--- src/rtl/array_pingpong_pkg.sv ---
// Shared types and helpers for the ping-pong register bank.
package array_pingpong_pkg;

    typedef enum logic [1:0] {
        EMPTY = 2'd0,
        DIRTY = 2'd1,
        SWAP  = 2'd2
    } state_e;

    // Index width for an n-entry dimension, never narrower than one bit.
    function automatic int unsigned idx_w(input int unsigned n);
        return (n > 1) ? $clog2(n) : 1;
    endfunction

endpackage

--- src/rtl/array_pingpong_bank_if.sv ---
// Producer/consumer bundle of the ping-pong bank: element writes, commit handshake, snapshot.
interface array_pingpong_bank_if
    import array_pingpong_pkg::*;
#(
    parameter int unsigned WIDTH = 8,
    parameter int unsigned DEPTH = 4,
    parameter int unsigned LANES = 2,
    parameter int unsigned CNT_W = 8
);
    localparam int unsigned LW = idx_w(LANES);
    localparam int unsigned AW = idx_w(DEPTH);

    logic             wr_en;
    logic [LW-1:0]    wr_lane;
    logic [AW-1:0]    wr_addr;
    logic [WIDTH-1:0] wr_data;
    logic             wr_drop;
    logic             commit_valid;
    logic             commit_ready;
    logic [WIDTH-1:0] out_arr [LANES][DEPTH];
    logic             out_valid;
    logic [CNT_W-1:0] commit_cnt;

    modport master (
        output wr_en, wr_lane, wr_addr, wr_data, commit_valid,
        input  wr_drop, commit_ready, out_arr, out_valid, commit_cnt
    );

    modport slave (
        input  wr_en, wr_lane, wr_addr, wr_data, commit_valid,
        output wr_drop, commit_ready, out_arr, out_valid, commit_cnt
    );

endinterface

--- src/rtl/array_pingpong_store.sv ---
// One bank of the ping-pong pair: single-element write plus whole-array load.
module array_pingpong_store
    import array_pingpong_pkg::*;
#(
    parameter int unsigned WIDTH = 8,
    parameter int unsigned DEPTH = 4,
    parameter int unsigned LANES = 2
) (
    input  logic                         clk,
    input  logic                         rst,
    input  logic                         we_i,
    input  logic [idx_w(LANES)-1:0]      lane_i,
    input  logic [idx_w(DEPTH)-1:0]      addr_i,
    input  logic [WIDTH-1:0]             data_i,
    input  logic                         load_i,
    input  logic [WIDTH-1:0]             load_arr_i [LANES][DEPTH],
    output logic [WIDTH-1:0]             mem_o      [LANES][DEPTH]
);

    logic [WIDTH-1:0] mem_q [LANES][DEPTH];

    // A write in the same cycle as a load overrides that one element.
    always_ff @(posedge clk) begin
        if (rst) begin
            mem_q <= '{default: '0};
        end else begin
            if (load_i) begin
                mem_q <= load_arr_i;
            end
            if (we_i) begin
                mem_q[lane_i][addr_i] <= data_i;
            end
        end
    end

    assign mem_o = mem_q;

endmodule

--- src/rtl/array_pingpong_bank.sv ---
// Double-buffered LANES x DEPTH register bank with atomic commit/swap.
// Define ARRAY_PINGPONG_COPY_EN to seed the new back bank with the published snapshot.
module array_pingpong_bank
    import array_pingpong_pkg::*;
#(
    parameter int unsigned WIDTH       = 8,
    parameter int unsigned DEPTH       = 4,
    parameter int unsigned LANES       = 2,
    parameter int unsigned CNT_W       = 8,
    parameter bit          ALLOW_EMPTY = 1'b0
) (
    input  logic                  clk,
    input  logic                  rst,
    array_pingpong_bank_if.slave  bus
);

    state_e           state_q;
    logic             bank_sel_q;
    logic             out_valid_q;
    logic             wr_drop_q;
    logic [CNT_W-1:0] cnt_q;

    logic [WIDTH-1:0] bank0_q [LANES][DEPTH];
    logic [WIDTH-1:0] bank1_q [LANES][DEPTH];

    logic commit_ready_c;
    logic commit_fire;
    logic wr_in_range;
    logic wr_acc;
    logic copy_fire;

    assign commit_ready_c = (state_q == DIRTY) || ((state_q == EMPTY) && ALLOW_EMPTY);
    assign commit_fire    = bus.commit_valid && commit_ready_c;
    assign wr_in_range    = (32'(bus.wr_lane) < LANES) && (32'(bus.wr_addr) < DEPTH);
    assign wr_acc         = bus.wr_en && (state_q != SWAP) && wr_in_range;

`ifdef ARRAY_PINGPONG_COPY_EN
    assign copy_fire = commit_fire;
`else
    assign copy_fire = 1'b0;
`endif

    // The back bank takes writes; on a copying commit the front bank reloads
    // from the back bank and also takes the same write, so both end up equal.
    array_pingpong_store #(.WIDTH(WIDTH), .DEPTH(DEPTH), .LANES(LANES)) u_bank0 (
        .clk        (clk),
        .rst        (rst),
        .we_i       (wr_acc && (bank_sel_q || copy_fire)),
        .lane_i     (bus.wr_lane),
        .addr_i     (bus.wr_addr),
        .data_i     (bus.wr_data),
        .load_i     (copy_fire && !bank_sel_q),
        .load_arr_i (bank1_q),
        .mem_o      (bank0_q)
    );

    array_pingpong_store #(.WIDTH(WIDTH), .DEPTH(DEPTH), .LANES(LANES)) u_bank1 (
        .clk        (clk),
        .rst        (rst),
        .we_i       (wr_acc && (!bank_sel_q || copy_fire)),
        .lane_i     (bus.wr_lane),
        .addr_i     (bus.wr_addr),
        .data_i     (bus.wr_data),
        .load_i     (copy_fire && bank_sel_q),
        .load_arr_i (bank0_q),
        .mem_o      (bank1_q)
    );

    always_ff @(posedge clk) begin
        if (rst) begin
            state_q     <= EMPTY;
            bank_sel_q  <= 1'b0;
            out_valid_q <= 1'b0;
            wr_drop_q   <= 1'b0;
            cnt_q       <= '0;
        end else begin
            wr_drop_q <= bus.wr_en && !wr_acc;
            unique case (state_q)
                EMPTY: begin
                    if (commit_fire) begin
                        state_q <= SWAP;
                    end else if (wr_acc) begin
                        state_q <= DIRTY;
                    end
                end
                DIRTY: begin
                    if (commit_fire) begin
                        state_q <= SWAP;
                    end
                end
                SWAP:    state_q <= EMPTY;
                default: state_q <= EMPTY;
            endcase
            if (commit_fire) begin
                bank_sel_q  <= ~bank_sel_q;
                out_valid_q <= 1'b1;
                cnt_q       <= cnt_q + CNT_W'(1);
            end
        end
    end

    assign bus.out_arr      = bank_sel_q ? bank1_q : bank0_q;
    assign bus.commit_ready = commit_ready_c;
    assign bus.out_valid    = out_valid_q;
    assign bus.wr_drop      = wr_drop_q;
    assign bus.commit_cnt   = cnt_q;

endmodule
--- src/flat_wrapper.sv ---
// flat-port wrapper written by rule: the top's interface ports become plain ports
module array_pingpong_bank_flat import array_pingpong_pkg::*;
#(
    parameter int unsigned WIDTH       = 8,
    parameter int unsigned DEPTH       = 4,
    parameter int unsigned LANES       = 2,
    parameter int unsigned CNT_W       = 8,
    parameter bit          ALLOW_EMPTY = 1'b0
)
  (clk, rst, bus_wr_en, bus_wr_lane, bus_wr_addr, bus_wr_data, bus_commit_valid, bus_wr_drop, bus_commit_ready, bus_out_arr, bus_out_valid, bus_commit_cnt);
  array_pingpong_bank_if #(.WIDTH(WIDTH), .DEPTH(DEPTH), .LANES(LANES), .CNT_W(CNT_W)) bus_i ();
  input  logic clk;
  input  logic rst;
  input wire logic [$bits(bus_i.wr_en)-1:0] bus_wr_en;
  input wire logic [$bits(bus_i.wr_lane)-1:0] bus_wr_lane;
  input wire logic [$bits(bus_i.wr_addr)-1:0] bus_wr_addr;
  input wire logic [$bits(bus_i.wr_data)-1:0] bus_wr_data;
  input wire logic [$bits(bus_i.commit_valid)-1:0] bus_commit_valid;
  output wire logic [$bits(bus_i.wr_drop)-1:0] bus_wr_drop;
  output wire logic [$bits(bus_i.commit_ready)-1:0] bus_commit_ready;
  output wire logic [$bits(bus_i.out_arr)-1:0] bus_out_arr;
  output wire logic [$bits(bus_i.out_valid)-1:0] bus_out_valid;
  output wire logic [$bits(bus_i.commit_cnt)-1:0] bus_commit_cnt;
  assign bus_i.wr_en = bus_wr_en;
  assign bus_i.wr_lane = bus_wr_lane;
  assign bus_i.wr_addr = bus_wr_addr;
  assign bus_i.wr_data = bus_wr_data;
  assign bus_i.commit_valid = bus_commit_valid;
  assign bus_wr_drop = bus_i.wr_drop;
  assign bus_commit_ready = bus_i.commit_ready;
  assign bus_out_arr = {>>{bus_i.out_arr}};
  assign bus_out_valid = bus_i.out_valid;
  assign bus_commit_cnt = bus_i.commit_cnt;
  array_pingpong_bank #(.WIDTH(WIDTH), .DEPTH(DEPTH), .LANES(LANES), .CNT_W(CNT_W), .ALLOW_EMPTY(ALLOW_EMPTY)) u_core (.clk(clk), .rst(rst), .bus(bus_i));
endmodule
--- config.mk ---
export PLATFORM = sky130hd
export DESIGN_NAME = array_pingpong_bank_flat
export DESIGN_NICKNAME = d
export VERILOG_FILES = /design/src/rtl/array_pingpong_pkg.sv /design/src/rtl/array_pingpong_bank_if.sv /design/src/rtl/array_pingpong_store.sv /design/src/rtl/array_pingpong_bank.sv /design/src/flat_wrapper.sv
export SDC_FILE = /design/constraint.sdc
export NUM_CORES = 1
export LEC_CHECK = 0
export BUFFER_PORTS_ARGS = -buffer_cell sky130_fd_sc_hd__buf_4
export CAP_MARGIN = 20
export CORE_MARGIN = 1.5
export CORE_UTILIZATION = 23
export DETAILED_ROUTE_END_ITERATION = 10
export PLACE_DENSITY = 0.49
export SYNTH_ARGS = -nofsm -noshare
export SYNTH_HDL_FRONTEND = slang
export SYNTH_SLANG_ARGS = --single-unit
--- constraint.sdc ---
create_clock -name clk -period 3 [get_ports clk]
set_input_delay 0.6 -clock clk [delete_from_list [all_inputs] [get_ports clk]]
set_output_delay 0.6 -clock clk [all_outputs]
set_load 0.02 [all_outputs]
# Word level (Yosys, flattened, before mapping)
# Index checks and enable logic that the tools add are counted.
dict set report op_classes {
  n_addsub 1
  order_cmp 4
  eq_ne 4
  mux 15
  n_bitwise 3
  reduce_logical 11
}
# op count
set op_table {}
lappend op_table {{2-to-1 mux 64 bit} 5}
lappend op_table {{bitwise mux 64 bit} 2}
lappend op_table {{demux 32 bit (select 1 bit)} 1}
lappend op_table {{2-to-1 mux 32 bit} 1}
lappend op_table {{demux 8 bit (select 2 bit)} 1}
lappend op_table {{adder 8 x 1 -> 8 bit, second input constant} 1}
lappend op_table {{2-to-1 mux 8 bit} 1}
lappend op_table {{logical AND 1 bit} 7}
lappend op_table {{2-to-1 mux 2 bit} 3}
lappend op_table {{!= test 2 bit, second input constant} 2}
lappend op_table {{one-hot mux 2 bit (2 select lines)} 1}
lappend op_table {{greater-or-equal comparator 3 bit, second input constant} 1}
lappend op_table {{less-than comparator 3 x 1 -> 1 bit, second input constant} 1}
lappend op_table {{!= test 3 x 1 -> 1 bit, second input constant} 1}
lappend op_table {{inverter 2 -> 3 bit} 1}
lappend op_table {{== test 2 x 1 -> 1 bit, second input constant} 1}
lappend op_table {{greater-or-equal comparator 2 bit, second input constant} 1}
lappend op_table {{logical NOT 1 bit} 2}
lappend op_table {{logical NOT 2 bit} 1}
lappend op_table {{less-than comparator 2 x 1 -> 1 bit, second input constant} 1}
lappend op_table {{inverter 1 -> 2 bit} 1}
lappend op_table {{AND reduction 2 bit} 1}
lappend op_table {{inverter 1 bit} 1}
dict set report totals {
  register_bits 141
  in_bits 15
}

# Longest topological paths before layout
# Gate-level depths: netlist (run 1).
dict set report logic_depth {
  ltp_word 9
  depth_mapped 5
  mapped_depth_nobuf 4
}

# Hierarchy
# From an unflattened synthesis (run 1), not the netlist that was laid out.
dict set report hier_totals {
  cells_unflattened 736
  hier_area_um2 7174.4
}
# mod instances cells_each area_per_inst_um2
set modules_own_cells {}
lappend modules_own_cells {array_pingpong_store 2 302 2935.3}
lappend modules_own_cells {array_pingpong_bank 1 132 1303.8}

# Worst setup path after synthesis (run 1)
# No wires, ideal clock.
dict set report synth_path {
  path_type {reg2out}
  start {register u_core.bank_sel_q}
  end {output port bus_out_arr[0]}
  arrival_ns 1.275
  path_slack_ns 1.125
  stages_incl_launch_ff 5
  path_buffers 3
  path_cell_list {dfxtp_1 > buf_2 > buf_2 > buf_2 > mux2_2}
}
dict set report synth_between {
  elab_chain_len 1
}
# element line_no
set synth_lines {}
lappend synth_lines {{start, declared} array_pingpong_bank.sv:18} ;# logic bank_sel_q;
lappend synth_lines {{start signal, assigned} array_pingpong_bank.sv:95} ;# bank_sel_q <= ~bank_sel_q;
lappend synth_lines {{2-to-1 mux 64 bit} array_pingpong_bank.sv:102} ;# assign bus.out_arr = bank_sel_q ? bank1_q : bank0_q;
lappend synth_lines {{end, declared} flat_wrapper.sv:21} ;# output wire logic [$bits(bus_i.out_arr)-1:0] bus_out_arr;
# Every way passes these cells.

# Final worst setup path (run 1)
dict set report layout_path {
  start {register u_core.bank_sel_q}
  end {output port bus_out_arr[57]}
}
# The elaborated chain is that of the path after synthesis.

==> metrics, run 1 <==
width of the die=171 um; worst vdd ir=0.276 mV; vias per cell=4.07; placed insts=1025; final setup TNS=0 ps; largest cells by area after synthesis=dfxtp_1, mux2i_1, nand2b_1, mux2_2, nand3_4; global-route wire length before repair=25900 um; Req. time, crit path=2400 ps; Pins Over Slew Limit=0; CP endpoint kind=output port; critical path class=flip-flop to output port; crit path max fanout=25; Worst path slowest cell=dfxtp_2; most used flip-flop cell after synthesis=dfxtp_1; FMAX=0.370 GHz; post-route ant nets=0; post-synthesis cell area=6500 um2; CP max stage delay=830 ps; GRT overflow=0; Initial Utilization=0.234; sw frac=0.222; post-cts resize count=0; Yosys top cell by area=dfxtp_1; Ports=90; Clk network pwr share=0.500; Worst setup SP type=flip-flop; max_cap viols=0; register area share after synthesis=0.434; Post-Layout Cell Count=1056; max_slew headroom=0.443; class of the tightest hold or removal check=input port to flip-flop; Syn-to-layout area delta=26.1%; async set or reset register ratio after synthesis=0; Crit path depth=3; DR DRC count=0; Setup Fix Bufs, Post-CTS=0; Warnings, synthesis=0; share of cells above drive strength 1=0.326; switching pwr=0.988 mW; DRT Wirelength=16700 um; via count=4298; commonest cells after routing, fill and taps aside=dfxtp_1, nand2b_1, mux2i_1; initial antenna violation count=0; cell mode on critical path=buf_4; Root Buffer=clkbuf_16; core area=27800 um2; syn avg cell area=11.1 um2; H-tree levels=4; RD Place Congestion=0.672; CTS tree=done; CP Cell Sequence=buf_4 > mux2_2 > buf_4; filler instances=2905; post-synth net total=603; buffer depth of the longest clock path=2; Internal=3.47 mW; crit path buf inv count=2; LEAKAGE=3.93 nW; logic gate share of total power=0.068; input/output buffers=89; fin nets=682; clock sinks=141; count of final setup violators=0; fin crit share=0.901; Syn Inst Count=587; RSZ-0062 raised after global routing=false; EDFF count, synth=0; P per Cell Area=544 nW/um2; Die H=171 um; total track usage=0.120; synth unique cells=34; worst r2r path cells=4; drt wl/cell=15.9 um; cts hold-fix bufs=0; vias in the first global route=4341; top cell type's share of synthesized area=0.434; Hold Path Stages=2; status=complete, no violations; Clock Pin Slew Worst Setup and Hold Paths=60 ps; Worst EP arrival=2100 ps; share of power burned in registers=0.433; Initial DRC Count=155; Die ar.=29300 um2; First-pass DRT Iterations=4; final hold vios=0; worst skew pair latency=420 ps; TritonCTS Buffers=17; synthesized flop and latch total=141; top cell family by delay on the critical path=flip-flops; ant diodes=0; hpwl dp=10800 um; clk_skew=6.28 ps; Worst-Margin Slew=835 ps; crit path time final=2700 ps; maximum number of pins on one net before global-route repair=69; commonest non-fill, non-tap cell in the layout=dfxtp_1; # rows=61
layer usage:
metal / up-vias / share of wire / global-route usage
li1: 2158 / - / -
met1: 2054 / 0.52 / 0.165
met2: 70 / 0.44 / 0.184
met3: 16 / 0.034 / 0.0252
met4: 0 / 0.013 / 0.0423
met5: - / 0 / 0
stage by stage:
step	hold slack (ps)	power, mW	utilization	area (um2)	setup slack [ps]
after floorplan	441	2.17	-	6500	1120
after global placement	443	2.28	0.272	7570	768
after detailed placement	446	2.28	0.272	7570	743
after CTS	405	4.54	0.295	8190	256
after global routing	446	4.64	0.295	8190	222
final	429	4.46	0.295	8190	297
registers in the layout, summed over array words and instances (netlist names):
register / flops
u_core.bus.out_valid: 1
u_core.bus.wr_drop: 1
u_core.state_q: 2
u_core.bus.commit_cnt: 8
u_core.u_bank1.mem_o: 64
u_core.bank_sel_q: 1
u_core.u_bank0.mem_o: 64
worst paths after layout:
path	startpoint	end	slack, ps
max	u_core.bank_sel_q$_SDFFE_PP0P_	bus_out_arr[57]	300
min	bus_commit_valid	u_core.state_q[0]$_SDFFE_PP0P_	430
max reg2reg	u_core.bank_sel_q$_SDFFE_PP0P_	u_core.u_bank0.mem_o[51]$_SDFFE_PP0P_	820
min reg2reg	u_core.bus.out_valid$_SDFFE_PP0P_	u_core.bus.out_valid$_SDFFE_PP0P_	450
cell usage after synthesis (3+ instances only):
library cell and number:
nand4_2 6, mux2_2 66, nand3_4 8, buf_4 4, xor2_1 3, and3_1 3
nand2b_1 138, nand3_1 3, clkbuf_1 26, inv_1 3, a21oi_1 4, mux2i_1 129
dfxtp_1 141, nor2_1 9, nor2b_1 5, buf_2 15
area by class of cell:
class	instances	area (um2)	area share
clock inverters	5	103	0.0125
inverters	3	11.3	0.00137
repair buffers	106	821	0.100
clock buffers	26	519	0.0634
well taps	378	473	0.0577
flip-flops and latches	141	2820	0.345
multi-input cells	397	3440	0.420
worst register-to-register path, stage by stage, from the launching register on:
cell     delay, ps
dfxtp_2        830
buf_12         280
nor2b_1        280
nand4_2        420
mux2i_1        240
power groups by stage:
stage               clock [mW]  combinational [mW]  sequential [mW]
global route              2.38               0.327             1.93
CTS                       2.30               0.310             1.93
detailed placement           0               0.308             1.97
floorplan                    0               0.212             1.96
finish                    2.23               0.301             1.93
global placement             0               0.308             1.97
logic make-up (layout without fill, tap and decap cells):
kind of cell | after synthesis | count (layout) | share of synthesized area
AO/OA/AOI/OAI | 8 | 8 | 0.00713
XOR/XNOR | 3 | 3 | 0.00404
adder cells (fa/ha/maj) | 1 | 1 | 0.00193
buffers and inverters | 49 | 140 | 0.0360
flip-flops | 141 | 141 | 0.434
multiplexers | 195 | 195 | 0.313
AND/OR/NAND/NOR | 190 | 190 | 0.203
Power figures use the tool's default switching activity.
==> run 2, diff against run 1 <==
--- a/config.mk
+++ b/config.mk
@@ -10,7 +10,7 @@
 export CORE_MARGIN = 1.5
 export CORE_UTILIZATION = 23
 export DETAILED_ROUTE_END_ITERATION = 10
-export PLACE_DENSITY = 0.49
+export PLACE_DENSITY = 0.37
 export SYNTH_ARGS = -nofsm -noshare
 export SYNTH_HDL_FRONTEND = slang
 export SYNTH_SLANG_ARGS = --single-unit
==> run 2 against run 1 <==
  * Core utilization fell by 0.36 points
  * Hold slack better by 1.7 ps
  * Fmax increased by 2.3%
  * Global-route usage rose by 0.49 points
  * Sequential share of layout area up 0.43 points
  * Final cell count down 0.19%
  * First-iteration DRC count decreased by 1.3%
  * Count of clock-buffer cells in the layout decreased by 2
  * Via count rose by 0.79%
  * Clock power down 9.4%
  * Combinational power about the same
  * Largest cell class unchanged
==> metrics, run 2 (same netlist as run 1, synthesis figures left out) <==
status=complete, no violations (unchanged); FMAX=0.379 GHz (was 0.370 GHz); Initial Utilization=0.234 (unchanged); Setup Fix Bufs, Post-CTS=0 (unchanged); fin nets=679 (was 682); TritonCTS Buffers=17 (unchanged); First-pass DRT Iterations=4 (unchanged); Ports=90 (unchanged); GRT overflow=0 (unchanged); class of the tightest hold or removal check=input port to flip-flop (unchanged); input/output buffers=89 (unchanged); DRT Wirelength=17600 um (was 16700 um); internal reg-to-reg setup slack=910 ps (was 820 ps); Worst EP arrival=2040 ps (was 2100 ps); max_cap viols=0 (unchanged); core area=27800 um2 (unchanged); vias in the first global route=4440 (was 4341); cell mode on critical path=buf_4 (unchanged); crit path max fanout=20 (was 25); DR DRC count=0 (unchanged); H-tree levels=4 (unchanged); Area after DPL=7530 um2 (was 7570 um2); Pins Over Slew Limit=0 (unchanged); share of cells above drive strength 1=0.323 (was 0.326); Worst path slowest cell=dfxtp_2 (unchanged); Die ar.=29300 um2 (unchanged); buffer depth of the longest clock path=2 (unchanged); drt wl/cell=16.7 um (was 15.9 um); initial antenna violation count=1 (was 0); Syn-to-layout area delta=24.5% (was 26.1%); Worst-Margin Slew=836 ps (was 835 ps); post-cts resize count=0 (unchanged); via count=4332 (was 4298); # rows=61 (unchanged); post-route ant nets=0 (unchanged); filler instances=2929 (was 2905); Root Buffer=clkbuf_16 (unchanged); clock sinks=141 (unchanged); CP Cell Sequence=buf_4 > mux2_2 > buf_4 (unchanged); P per Cell Area=524 nW/um2 (was 544 nW/um2); count of final setup violators=0 (unchanged); clk_skew=13.7 ps (was 6.28 ps); hpwl dp=11500 um (was 10800 um); LEAKAGE=3.88 nW (was 3.93 nW); Req. time, crit path=2400 ps (about the same); critical path class=flip-flop to output port (unchanged); Worst setup SP type=flip-flop (unchanged); Clock Pin Slew Worst Setup and Hold Paths=60 ps (about the same); maximum number of pins on one net before global-route repair=65 (was 69); Initial DRC Count=153 (was 155); crit path time final=2640 ps (was 2700 ps); CTS tree=done (unchanged); vias per cell=4.11 (was 4.07); worst vdd ir=0.286 mV (was 0.276 mV); width of the die=171 um (unchanged); cell area after layout=8090 um2 (was 8190 um2); global-route wire length before repair=26900 um (was 25900 um); total track usage=0.125 (was 0.120); CP max stage delay=700 ps (was 830 ps); commonest non-fill, non-tap cell in the layout=dfxtp_1 (unchanged); CP endpoint kind=output port (unchanged); final hold vios=0 (unchanged); RSZ-0062 raised after global routing=false (unchanged); cts hold-fix bufs=0 (unchanged); Die H=171 um (unchanged); final setup TNS=0 ps (unchanged); fin crit share=0.881 (was 0.901); max_slew headroom=0.443 (about the same); RD Place Congestion=0.675 (was 0.672); worst skew pair latency=420 ps (about the same); commonest cells after routing, fill and taps aside=dfxtp_1, nand2b_1, mux2i_1 (unchanged)
-- run 2: critical path: cells and delay by family, from the launching register on --
kind                   cells  cell delay, ps
buffers and inverters      2             510
DFF                        1             700
muxes                      1             400
-- run 2: layer usage --
metal  vias to the layer above  track usage  part of all wire
li1                       2154            -                 -
met1                      2095        0.165              0.49
met2                        72        0.198              0.46
met3                        11       0.0280             0.034
met4                         0       0.0454             0.012
met5                         -            0                 0
-- run 2: cell type report --
| cell class | count | area [um2] | area share |
|---|---|---|---|
| multi-input cells | 397 | 3440 | 0.425 |
| flip-flops and latches | 141 | 2820 | 0.349 |
| repair buffers | 103 | 786 | 0.0971 |
| clock buffers | 24 | 492 | 0.0608 |
| well taps | 378 | 473 | 0.0585 |
| clock inverters | 7 | 62.6 | 0.00773 |
| inverters | 3 | 11.3 | 0.00139 |
| diodes | 1 | 2.50 | 0.000309 |
-- run 2: worst paths after layout --
path                                      from                               endpoint  cells past startpoint
min reg2reg  u_core.bus.out_valid$_SDFFE_PP0P_      u_core.bus.out_valid$_SDFFE_PP0P_                      2
max             u_core.bank_sel_q$_SDFFE_PP0P_                        bus_out_arr[34]                      3
min                           bus_commit_valid         u_core.state_q[0]$_SDFFE_PP0P_                      2
max reg2reg     u_core.bank_sel_q$_SDFFE_PP0P_  u_core.u_bank0.mem_o[23]$_SDFFE_PP0P_                      4
-- run 2: power breakdown --
| group | switching, mW | total, mW | internal [mW] | leakage, nW |
|---|---|---|---|---|
| logic | 0.170 | 0.298 | 0.128 | 2.47 |
| clock network | 0.801 | 2.02 | 1.22 | 0.276 |
| registers | 0.0251 | 1.93 | 1.90 | 1.14 |
| total | 0.996 | 4.24 | 3.25 | 3.88 |
-- run 2: through the flow --
stage | worst slack [ps] | util | total power, mW | std cells | hold slack [ps]
after floorplan | 1120 | - | 2.17 | 587 | 441
after global placement | 792 | 0.271 | 2.27 | 1022 | 436
after detailed placement | 750 | 0.271 | 2.27 | 1022 | 448
after CTS | 290 | 0.291 | 4.31 | 1053 | 411
after global routing | 225 | 0.291 | 4.42 | 1054 | 419
final | 358 | 0.291 | 4.24 | 1054 | 430
==> run 3, diff against run 2 <==
==> constraint.sdc (replaced) <==
create_clock -name clk -period 3 [get_ports clk]
set_input_delay 0.9 -clock clk [delete_from_list [all_inputs] [get_ports clk]]
set_output_delay 0.9 -clock clk [all_outputs]
set_load 0.02 [all_outputs]
==> run 3 against run 2 <==
  * Critical path depth did not move
  * Final cell count up 0.19%
  * Routed wire length increased by 0.50%
  * Global-route usage rose by 0.16 points
  * Register-to-register slack better by 170 ps
  * Non-clock buffer count grew 1
  * First-iteration DRC count grew 25%
  * Cell area is 1.3% higher
==> metrics, run 3 (same netlist as run 1, synthesis figures left out) <==
max_cap viols=0 (unchanged); FMAX=0.360 GHz (was 0.379 GHz); global-route wire length before repair=27500 um (was 26900 um); register area=2820 um2 (unchanged); drt wl/cell=16.7 um (about the same); post-route ant nets=0 (unchanged); critical path class=flip-flop to output port (unchanged); Pins Over Slew Limit=0 (unchanged); final hold vios=0 (unchanged); LEAKAGE=3.92 nW (was 3.88 nW); post-cts resize count=0 (unchanged); Syn-to-layout area delta=26.2% (was 24.5%); vias in the first global route=4687 (was 4440); Worst setup SP type=flip-flop (unchanged); Worst-Margin Slew=553 ps (was 836 ps); crit path time final=2780 ps (was 2640 ps); RSZ-0062 raised after global routing=false (unchanged); RD Place Congestion=0.696 (was 0.675); DRT Wirelength=17700 um (was 17600 um); final setup TNS=0 ps (unchanged); TritonCTS Buffers=17 (unchanged); Final WS setup=220 ps (was 358 ps); initial antenna violation count=1 (unchanged); crit path max fanout=29 (was 20); cell area after layout=8200 um2 (was 8090 um2); H-tree levels=4 (unchanged); multi-input logic area=3440 um2 (unchanged); First-pass DRT Iterations=5 (was 4); buffer depth of the longest clock path=2 (unchanged); # rows=61 (unchanged); max_slew headroom=0.631 (was 0.443); Worst path slowest cell=dfxtp_2 (unchanged); fin nets=680 (was 679); Setup Fix Bufs, Post-CTS=0 (unchanged); clock sinks=141 (unchanged); P per Cell Area=547 nW/um2 (was 524 nW/um2); share of cells above drive strength 1=0.329 (was 0.323); worst vdd ir=0.301 mV (was 0.286 mV); status=complete, no violations (unchanged); Req. time, crit path=2100 ps (was 2400 ps); cts hold-fix bufs=0 (unchanged); Clock Pin Slew Worst Setup and Hold Paths=70 ps (was 60 ps); worst skew pair latency=420 ps (about the same); GRT overflow=0 (unchanged); Die H=171 um (unchanged); Ports=90 (unchanged); CP endpoint kind=output port (unchanged); hpwl dp=11500 um (about the same); Post-Place Setup Slack=610 ps (was 750 ps); commonest cells after routing, fill and taps aside=dfxtp_1, nand2b_1, mux2i_1 (unchanged); Worst EP arrival=1880 ps (was 2040 ps); Die ar.=29300 um2 (unchanged); width of the die=171 um (unchanged); CP max stage delay=600 ps (was 700 ps); vias per cell=4.16 (was 4.11); Root Buffer=clkbuf_16 (unchanged); DR DRC count=0 (unchanged); input/output buffers=89 (unchanged); count of final setup violators=0 (unchanged); class of the tightest hold or removal check=flip-flop to flip-flop (was input port to flip-flop); Initial Utilization=0.234 (unchanged); via count=4397 (was 4332); Hold Slack=452 ps (was 430 ps); core area=27800 um2 (unchanged); filler instances=2906 (was 2929); Initial DRC Count=191 (was 153); CP Cell Sequence=buf_12 > mux2_2 > buf_4 (was buf_4 > mux2_2 > buf_4); fin crit share=0.927 (was 0.881); maximum number of pins on one net before global-route repair=71 (was 65); total track usage=0.126 (was 0.125); CTS tree=done (unchanged); commonest non-fill, non-tap cell in the layout=dfxtp_1 (unchanged); Area after DPL=7570 um2 (was 7530 um2); clk_skew=11.2 ps (was 13.7 ps)
[run 3: path summary, 6_finish.rpt]
kind / startpoint / end / slack (ps) / cells after the start
setup / recovery: u_core.bank_sel_q$_SDFFE_PP0P_ / bus_out_arr[48] / 220 / 3
hold / removal: u_core.bus.out_valid$_SDFFE_PP0P_ / u_core.bus.out_valid$_SDFFE_PP0P_ / 450 / 2
setup reg to reg: u_core.bank_sel_q$_SDFFE_PP0P_ / u_core.u_bank0.mem_o[20]$_SDFFE_PP0P_ / 1080 / 4
hold reg to reg: u_core.bus.out_valid$_SDFFE_PP0P_ / u_core.bus.out_valid$_SDFFE_PP0P_ / 450 / 2
[run 3: cell type report]
class	count	share of cell area
repair buffers	104	0.0998
clock inverters	15	0.0247
clock buffers	17	0.0519
well taps	378	0.0577
multi-input cells	397	0.420
flip-flops and latches	141	0.344
inverters	3	0.00137
diodes	1	0.000305
[run 3: routing by layer]
metal	GRT usage	up-vias	wire length, um
li1	-	2165	-
met1	0.167	2143	8610
met2	0.202	76	8230
met3	0.0280	13	565
met4	0.0442	0	245
met5	0	-	0
[run 3: metrics by stage]
| step | util | cells | total power, mW |
|---|---|---|---|
| after floorplan | - | 587 | 2.17 |
| after global placement | 0.272 | 1023 | 2.27 |
| after detailed placement | 0.272 | 1023 | 2.28 |
| after CTS | 0.295 | 1055 | 4.57 |
| after global routing | 0.295 | 1056 | 4.68 |
| final | 0.295 | 1056 | 4.49 |
[run 3: report_power, final]
part           internal [mW]  total [mW]  switching (mW)
registers               1.90        1.92          0.0233
clock network           1.34        2.26           0.915
logic                  0.133       0.307           0.174
total                   3.38        4.49            1.11
[run 3: critical path, delay by kind of cell, from the launching register on]
kind | cells | cell delay [ps]
mux | 1 | 400
buf+inv | 2 | 450
flops | 1 | 600
